===== config.mk =====
export PLATFORM = sky130hd
export DESIGN_NAME = pwm_sequencer
export DESIGN_NICKNAME = d
export VERILOG_FILES = /design/src/rtl/pwm_sequencer.sv
export SDC_FILE = /design/constraint.sdc
export NUM_CORES = 1
export LEC_CHECK = 0
export CORE_ASPECT_RATIO = 1.75
export CORE_MARGIN = 4
export CORE_UTILIZATION = 29
export DETAILED_ROUTE_END_ITERATION = 10
export GPL_TIMING_DRIVEN = 0
export REMOVE_ABC_BUFFERS = 1
export SETUP_SLACK_MARGIN = 0.2
export SYNTH_ARGS = -nofsm -noshare
export SYNTH_HDL_FRONTEND = slang
export SYNTH_SLANG_ARGS = --single-unit

===== constraint.sdc =====
create_clock -name clk -period 2.3 [get_ports clk]
set_input_delay 0.345 -clock clk [delete_from_list [all_inputs] [get_ports clk]]
set_output_delay 0.345 -clock clk [all_outputs]
set_load 0.005 [all_outputs]

===== src/rtl/pwm_sequencer.sv =====
// pwm_sequencer
//   Sequences an external up-counter to produce a PWM waveform.
//   The counter is cleared (cnt_clr) and enabled (cnt_en) from here.
//   The sequencer compares the counter's value against the active
//   period and duty settings.
//
//   A new period/duty pair is handed over with a valid/ready transfer into
//   a one-deep pending slot. The pending pair only becomes active while idle
//   or on a period boundary, so a running period is never altered midway.
//
// Ports
//   clk          sole clock, rising edge
//   rst          asynchronous, active-low reset
//   en           run request; dropping it stops at the next period boundary
//   count        current value of the external counter
//   cnt_en       counter enable
//   cnt_clr      counter synchronous clear (active high)
//   cfg_valid    new period/duty offered
//   cfg_ready    pending slot free, offer will be taken
//   cfg_period   terminal count (period = cfg_period + 1 cycles)
//   cfg_duty     high time in cycles
//   pwm_out      PWM waveform
//   period_done  high on the last cycle of every period
module pwm_sequencer #(
    parameter int COUNT_WIDTH = 8
) (
    input  logic                   clk,
    input  logic                   rst,
    input  logic                   en,
    input  logic [COUNT_WIDTH-1:0] count,
    output logic                   cnt_en,
    output logic                   cnt_clr,
    input  logic                   cfg_valid,
    output logic                   cfg_ready,
    input  logic [COUNT_WIDTH-1:0] cfg_period,
    input  logic [COUNT_WIDTH-1:0] cfg_duty,
    output logic                   pwm_out,
    output logic                   period_done
);

    typedef enum logic [1:0] {
        IDLE  = 2'd0,
        RUN   = 2'd1,
        DRAIN = 2'd2
    } state_t;

    state_t                 state_r;
    state_t                 state_s;
    logic [COUNT_WIDTH-1:0] per_a_r;
    logic [COUNT_WIDTH-1:0] duty_a_r;
    logic [COUNT_WIDTH-1:0] per_p_r;
    logic [COUNT_WIDTH-1:0] duty_p_r;
    logic                   pend_r;
    logic                   cfg_loaded_r;
    logic                   boundary_s;
    logic                   xfer_s;
    logic                   load_s;

    // The slot is free whenever nothing is pending; pend_r is a register,
    // so cfg_ready carries no combinational path from the inputs.
    assign cfg_ready = !pend_r;
    assign xfer_s    = cfg_valid && !pend_r;
    // Pending moves to active while idle or exactly on a period boundary.
    assign load_s    = pend_r && ((state_r == IDLE) || boundary_s);

    // Next-state and output decode. Outputs depend only on state, count and
    // registered config, so a reset drops them within the same cycle.
    always_comb begin
        state_s     = state_r;
        cnt_en      = 1'b0;
        cnt_clr     = 1'b1;
        pwm_out     = 1'b0;
        period_done = 1'b0;
        boundary_s  = 1'b0;
        case (state_r)
            IDLE: begin
                if (en && cfg_loaded_r) begin
                    state_s = RUN;
                end else begin
                    state_s = IDLE;
                end
            end
            RUN, DRAIN: begin
                cnt_en = 1'b1;
                // A count above per_a (foreign counter state) is never a
                // boundary; the counter keeps running until it wraps.
                boundary_s  = (count == per_a_r);
                cnt_clr     = boundary_s;
                period_done = boundary_s;
                pwm_out     = (count < duty_a_r);
                if (boundary_s) begin
                    state_s = en ? RUN : IDLE;
                end else begin
                    state_s = en ? RUN : DRAIN;
                end
            end
            default: begin
                state_s = IDLE;
            end
        endcase
    end

    // State register.
    always_ff @(posedge clk or negedge rst) begin
        if (!rst) begin
            state_r <= IDLE;
        end else begin
            state_r <= state_s;
        end
    end

    // Active/pending configuration registers and their handshake flags.
    always_ff @(posedge clk or negedge rst) begin
        if (!rst) begin
            per_a_r      <= '0;
            duty_a_r     <= '0;
            per_p_r      <= '0;
            duty_p_r     <= '0;
            pend_r       <= 1'b0;
            cfg_loaded_r <= 1'b0;
        end else begin
            // load_s needs pend_r=1 and xfer_s needs pend_r=0, so at most
            // one of the two branches is live in any cycle.
            if (load_s) begin
                per_a_r      <= per_p_r;
                duty_a_r     <= duty_p_r;
                pend_r       <= 1'b0;
                cfg_loaded_r <= 1'b1;
            end else if (xfer_s) begin
                per_p_r  <= cfg_period;
                duty_p_r <= cfg_duty;
                pend_r   <= 1'b1;
            end
        end
    end

endmodule


==> results of run 1 <==
## routing by layer
metal / global-route usage [%] / up-vias / wire length [um]
li1: - / 504 / -
met1: 10.7 / 524 / 1210
met2: 18.3 / 22 / 1870
met3: 3.71 / 4 / 173
met4: 4.30 / 0 / 38
met5: 0 / - / 0
## sequential cells by signal, indices dropped and copies added, names as in the netlist
| signal | cells |
|---|---|
| duty_a_r | 8 |
| duty_p_r | 8 |
| per_a_r | 8 |
| per_p_r | 8 |
| state_r | 2 |
| cfg_loaded_r | 1 |
| pend_r | 1 |
## area by class of cell
class | instances | area, sq um | share of cell area (%)
clock buffer | 8 | 90.1 | 3.92
inverter | 11 | 41.3 | 1.80
multi-input combinational | 71 | 757 | 33.0
sequential | 36 | 901 | 39.2
tap | 76 | 95.1 | 4.14
timing repair buffer | 40 | 412 | 17.9
## critical path, stage by stage
cell and delay (ns):
dlygate4sd2_1 0.28, ha_1 0.30, a21o_1 0.17, a211oi_2 0.17, nor3_1 0.07, a211oi_1 0.19, buf_2 0.16
## report_power, final
group	internal (uW)	leakage, uW	total, uW	switching (uW)
Clock	244	0.0000455	449	205
Sequential	956	0.000421	1150	191
Combinational	855	0.000595	1340	487
## stage by stage
stage	utilization, %	power, uW
after floorplan	-	1960
after global placement	36.8	2280
after detailed placement	36.8	2330
after CTS	40.0	2960
after global routing	40.8	3160
final	40.8	2940
## kinds of logic (layout without fill, tap and decap cells)
group           Yosys count  after routing  share of synthesized area (%)
simple gates             14             14                           5.01
flops                    36             36                           53.0
mux                      32             32                           23.2
xor+xnor                  8              8                           4.12
buf+inv                  15             59                           4.79
compound gates            8              8                           3.24
fa+ha+maj                 9              9                           6.63
## repair_timing
action                     CTS  global route
buffers inserted             7             1
setup endpoints to repair   20            19
pin swaps                    5            10
gates resized for setup     16             9
hold endpoints to repair     0             0
## synth_stat cells
cell type	number
a211oi_1	2
ha_1	9
or2_2	1
inv_1	11
buf_12	1
nor3_1	1
mux2_2	23
nor3b_1	1
clkbuf_1	1
a21oi_1	1
o21a_1	1
a21o_1	3
o21ai_0	1
nand4_1	4
nor2b_1	1
mux2_4	9
nand3b_1	1
xnor2_1	8
buf_6	1
nand2b_1	1
buf_2	1
nor2_1	3
nor3_2	1
dfrtp_1	36
## worst max-delay path by stage
| stage | start | endpoint | slack [ns] |
|---|---|---|---|
| floorplan | state_r[0]$_DFF_PN0_ | duty_a_r[0]$_DFFE_PN0P_ | 0.19 |
| global placement | count[1] | duty_a_r[4]$_DFFE_PN0P_ | -0.45 |
| detailed placement | count[1] | duty_a_r[0]$_DFFE_PN0P_ | -0.48 |
| CTS | count[0] | pwm_out | 0.15 |
| global route | duty_a_r[1]$_DFFE_PN0P_ | pwm_out | 0.14 |
| finish | count[1] | pwm_out | 0.29 |
==> results.cfg, run 1 <==
[place]
place_ws_ns = -0.482
place_inst = 226
place_area_sq_um = 2070
gp_congestion = 0.784
io_buffers = 32
dp_hpwl_um = 2330

[cts]
clockRootBuffer = clkbuf_8
ctsHoldBuffers = 0
cts_sinks = 36
cts_max_level = 2
cts_made_buffers = 5
clk_pin_slew_ns = 0.07
clockBufferDepth = 2
cts_tree = built
insertion_delay_ns = 0.28

[timing]
slew_headroom_pct = 43.9
fin_skew_ns = 0.00541
setup_slack_ns = 0.285
period_needed_ns = 2.01
post-route-period-util_pct = 87.6
worst_slew_pin_slew_ns = 0.838
max_freq_ghz = 0.496
report.final.hold_viol_count = 0
hold_ws_ns = 0.148
finalSetupViolCount = 0
slew_violations = 0
rsz0062_at_grt = yes
tns_ns = 0

[hold_path]
min_path_type = in -> async

[worst_setup_path]
reg2reg_depth = 8
crit_path_max_fanout = 2
crit_type = in -> out
crit_arrival_ns = 1.67
r2r-start = per_a_r[1]$_DFFE_PN0P_
reg2reg_slack_ns = 0.32
critical_path_required_ns = 1.96
cp-end-kind = output pin
start_kind = primary input
rr_endpoint = duty_a_r[1]$_DFFE_PN0P_

[final_layout]
layout_common_cells = dfrtp_1 (36), mux2_2 (23), clkdlybuf4s50_1 (20), inv_1 (11)
antenna_cells = 0
area_delta_synth_final_pct = 35.1
drive_gt1_share_pct = 34.3
nNetsFinal = 202
final_cell_count_no_fill = 242
design_area_sq_um = 2300
fill_cells = 542
final_common_cell = dfrtp_1

[detailed_routing]
num_vias = 1054
postRouteAntennaNets = 0
first_iter_violations = 33
firstDrtPassIters = 2
detail_route.vias_per_cell = 4.36
route.detailed.drc = 0
wl_per_cell_um = 13.6
wirelength_um = 3290

[floorplanning]
ioPinCount = 33
rows = 36
core_sq_um = 5630
die_w_um = 65.9
fp.dieH_um = 109
fp.dieArea_sq_um = 7200
start_util_pct = 30.2

[synthesis]
synth_seq_cells = 36
synth_top_area_cell = dfrtp_1
netlist_area_sq_um = 1700
yosysSeqAreaShare_pct = 53.0
ys_warn_count = 0
syn_inst = 122
synth.distinct_cells = 24
synth_area_leaders = dfrtp_1 (53%), mux2_2 (15%), mux2_4 (8.0%)
yosysTopAreaCellShare_pct = 53.0
syn_avg_cell_area_sq_um = 13.9

[global_routing]
grt_pass1_wl_um = 5510
grt.overflow.total = 0
gr-usage-all-layers_pct = 10.3
grt_antenna_before_repair = 0
grt_pass1_vias = 1183
grt_max_degree = 37

[outcome]
status = finished clean

[pwr]
p_leak_uw = 0.00106
vdd_drop_max_mv = 0.407
p_per_area_nw_per_um2 = 1280

[job]
drv_cap = 0
Note: power is estimated with default switching activity, not from simulation.
==> run 2, diff against run 1 <==
--- a/config.mk
+++ b/config.mk
@@ -8,6 +8,7 @@
 export CORE_ASPECT_RATIO = 1.75
 export CORE_MARGIN = 4
 export CORE_UTILIZATION = 29
+export CTS_BUF_LIST = sky130_fd_sc_hd__clkbuf_16
 export DETAILED_ROUTE_END_ITERATION = 10
 export GPL_TIMING_DRIVEN = 0
 export REMOVE_ABC_BUFFERS = 1
==> results.cfg, run 2 (synthesized netlist as in run 1, its figures left out) <==
[worst_setup_path]
start_kind = primary input
reg2reg_depth = 8
cp-end-kind = output pin
crit_type = in -> out
crit_path_max_fanout = 2
crit_arrival_ns = 1.67
critical_path_required_ns = 1.96

[final_layout]
layout_common_cells = dfrtp_1 (36), mux2_2 (23), clkdlybuf4s50_1 (20), inv_1 (13)
ff_latch_area_sq_um = 901
final_common_cell = dfrtp_1
post-route-util_pct = 41.3
area_delta_synth_final_pct = 37.0
nNetsFinal = 201
drive_gt1_share_pct = 32.7
antenna_cells = 0
fill_cells = 546
multi_input_area_sq_um = 749

[detailed_routing]
num_vias = 1055
postRouteAntennaNets = 0
wirelength_um = 3410
first_iter_violations = 44
route.detailed.drc = 0
wl_per_cell_um = 14.1
firstDrtPassIters = 3
detail_route.vias_per_cell = 4.38

[global_routing]
grt_max_degree = 37
grt_antenna_before_repair = 0
grt_pass1_wl_um = 5570
grt.overflow.total = 0
grt_pass1_vias = 1183
gr-usage-all-layers_pct = 10.5

[floorplanning]
die_w_um = 65.9
fp.dieArea_sq_um = 7200
ioPinCount = 33
core_sq_um = 5630
rows = 36
fp.dieH_um = 109
start_util_pct = 30.2

[cts]
clockBufferDepth = 2
ctsHoldBuffers = 0
cts_max_level = 2
clk_pin_slew_ns = 0.05
cts_sinks = 36
cts_tree = built
insertion_delay_ns = 0.27
clockRootBuffer = clkbuf_16
cts_made_buffers = 5

[timing]
hold_ws_ns = 0.156
finalSetupViolCount = 0
fin_skew_ns = 0.00310
report.final.hold_viol_count = 0
post-route-period-util_pct = 87.7
max_freq_ghz = 0.496
slew_headroom_pct = 41.9
period_needed_ns = 2.02
rsz0062_at_grt = yes
worst_slew_pin_slew_ns = 0.868
slew_violations = 0

[pwr]
vdd_drop_max_mv = 0.401
p_leak_uw = 0.00108
p_per_area_nw_per_um2 = 1330

[hold_path]
min_path_type = in -> async

[job]
drv_cap = 0

[place]
gp_congestion = 0.784
io_buffers = 32
dp_hpwl_um = 2330

[outcome]
status = finished clean
[run 2: cell count changes in the layout (fill, tap and decap cells not counted), sizes merged]
cell    delta
buf        -1
clkbuf     -3
inv        +2
clkinv     +1
[run 2: power breakdown]
group          internal, uW  switching, uW
clock network           389            236
logic                   839            489
registers               958            195
[run 2: layer usage]
| layer | GRT usage, % | up-vias | wire length, um |
|---|---|---|---|
| li1 | - | 503 | - |
| met1 | 10.5 | 522 | 1280 |
| met2 | 19.0 | 23 | 1900 |
| met3 | 3.61 | 7 | 165 |
| met4 | 4.90 | 0 | 61 |
| met5 | 0 | - | 0 |
[run 2: final timing paths]
check	start	endpoint	slack [ns]
min	rst	duty_a_r[5]$_DFFE_PN0P_	0.16
min in group clk	cfg_loaded_r$_DFFE_PN0P_	cfg_loaded_r$_DFFE_PN0P_	0.49
max	count[1]	pwm_out	0.28
max in group asynchronous	rst	duty_p_r[3]$_DFFE_PN0P_	1.64
max reg2reg	state_r[1]$_DFF_PN0_	duty_a_r[1]$_DFFE_PN0P_	0.32
min reg2reg	cfg_loaded_r$_DFFE_PN0P_	cfg_loaded_r$_DFFE_PN0P_	0.49
[run 2: metrics by stage]
step	TNS (ns)	cell area [sq um]	setup WS, ns	power, uW	std cells
floorplan	0	1660	0.185	1960	118
finish	0	2330	0.284	3110	241
detailed placement	-7.83	2070	-0.482	2330	226
global route	0	2330	0.169	3320	241
global placement	-11.56	2070	-0.455	2280	226
CTS	0	2300	0.151	3140	241
[run 2: repair_timing]
item / 4_1_cts / 5_1_grt
resized for setup: 16 / 8
endpoints found under the setup margin: 20 / 19
pin swaps: 5 / 8
setup buffers: 7 / 0
[run 2: worst max-delay path: stages]
cell and delay (ns):
dlygate4sd2_1 0.28, ha_1 0.30, a21o_1 0.17, a211oi_2 0.17, nor3_1 0.07, a211oi_1 0.19
buf_2 0.16
[run 2: layout make-up]
cell class              instances  share of cell area (%)
flip-flops and latches         36                    38.7
multi-input cells              71                    32.2
repair buffers                 39                    17.4
clock buffers                   5                    5.38
well taps                      76                    4.09
inverters                      11                    1.77
clock inverters                 3                   0.484
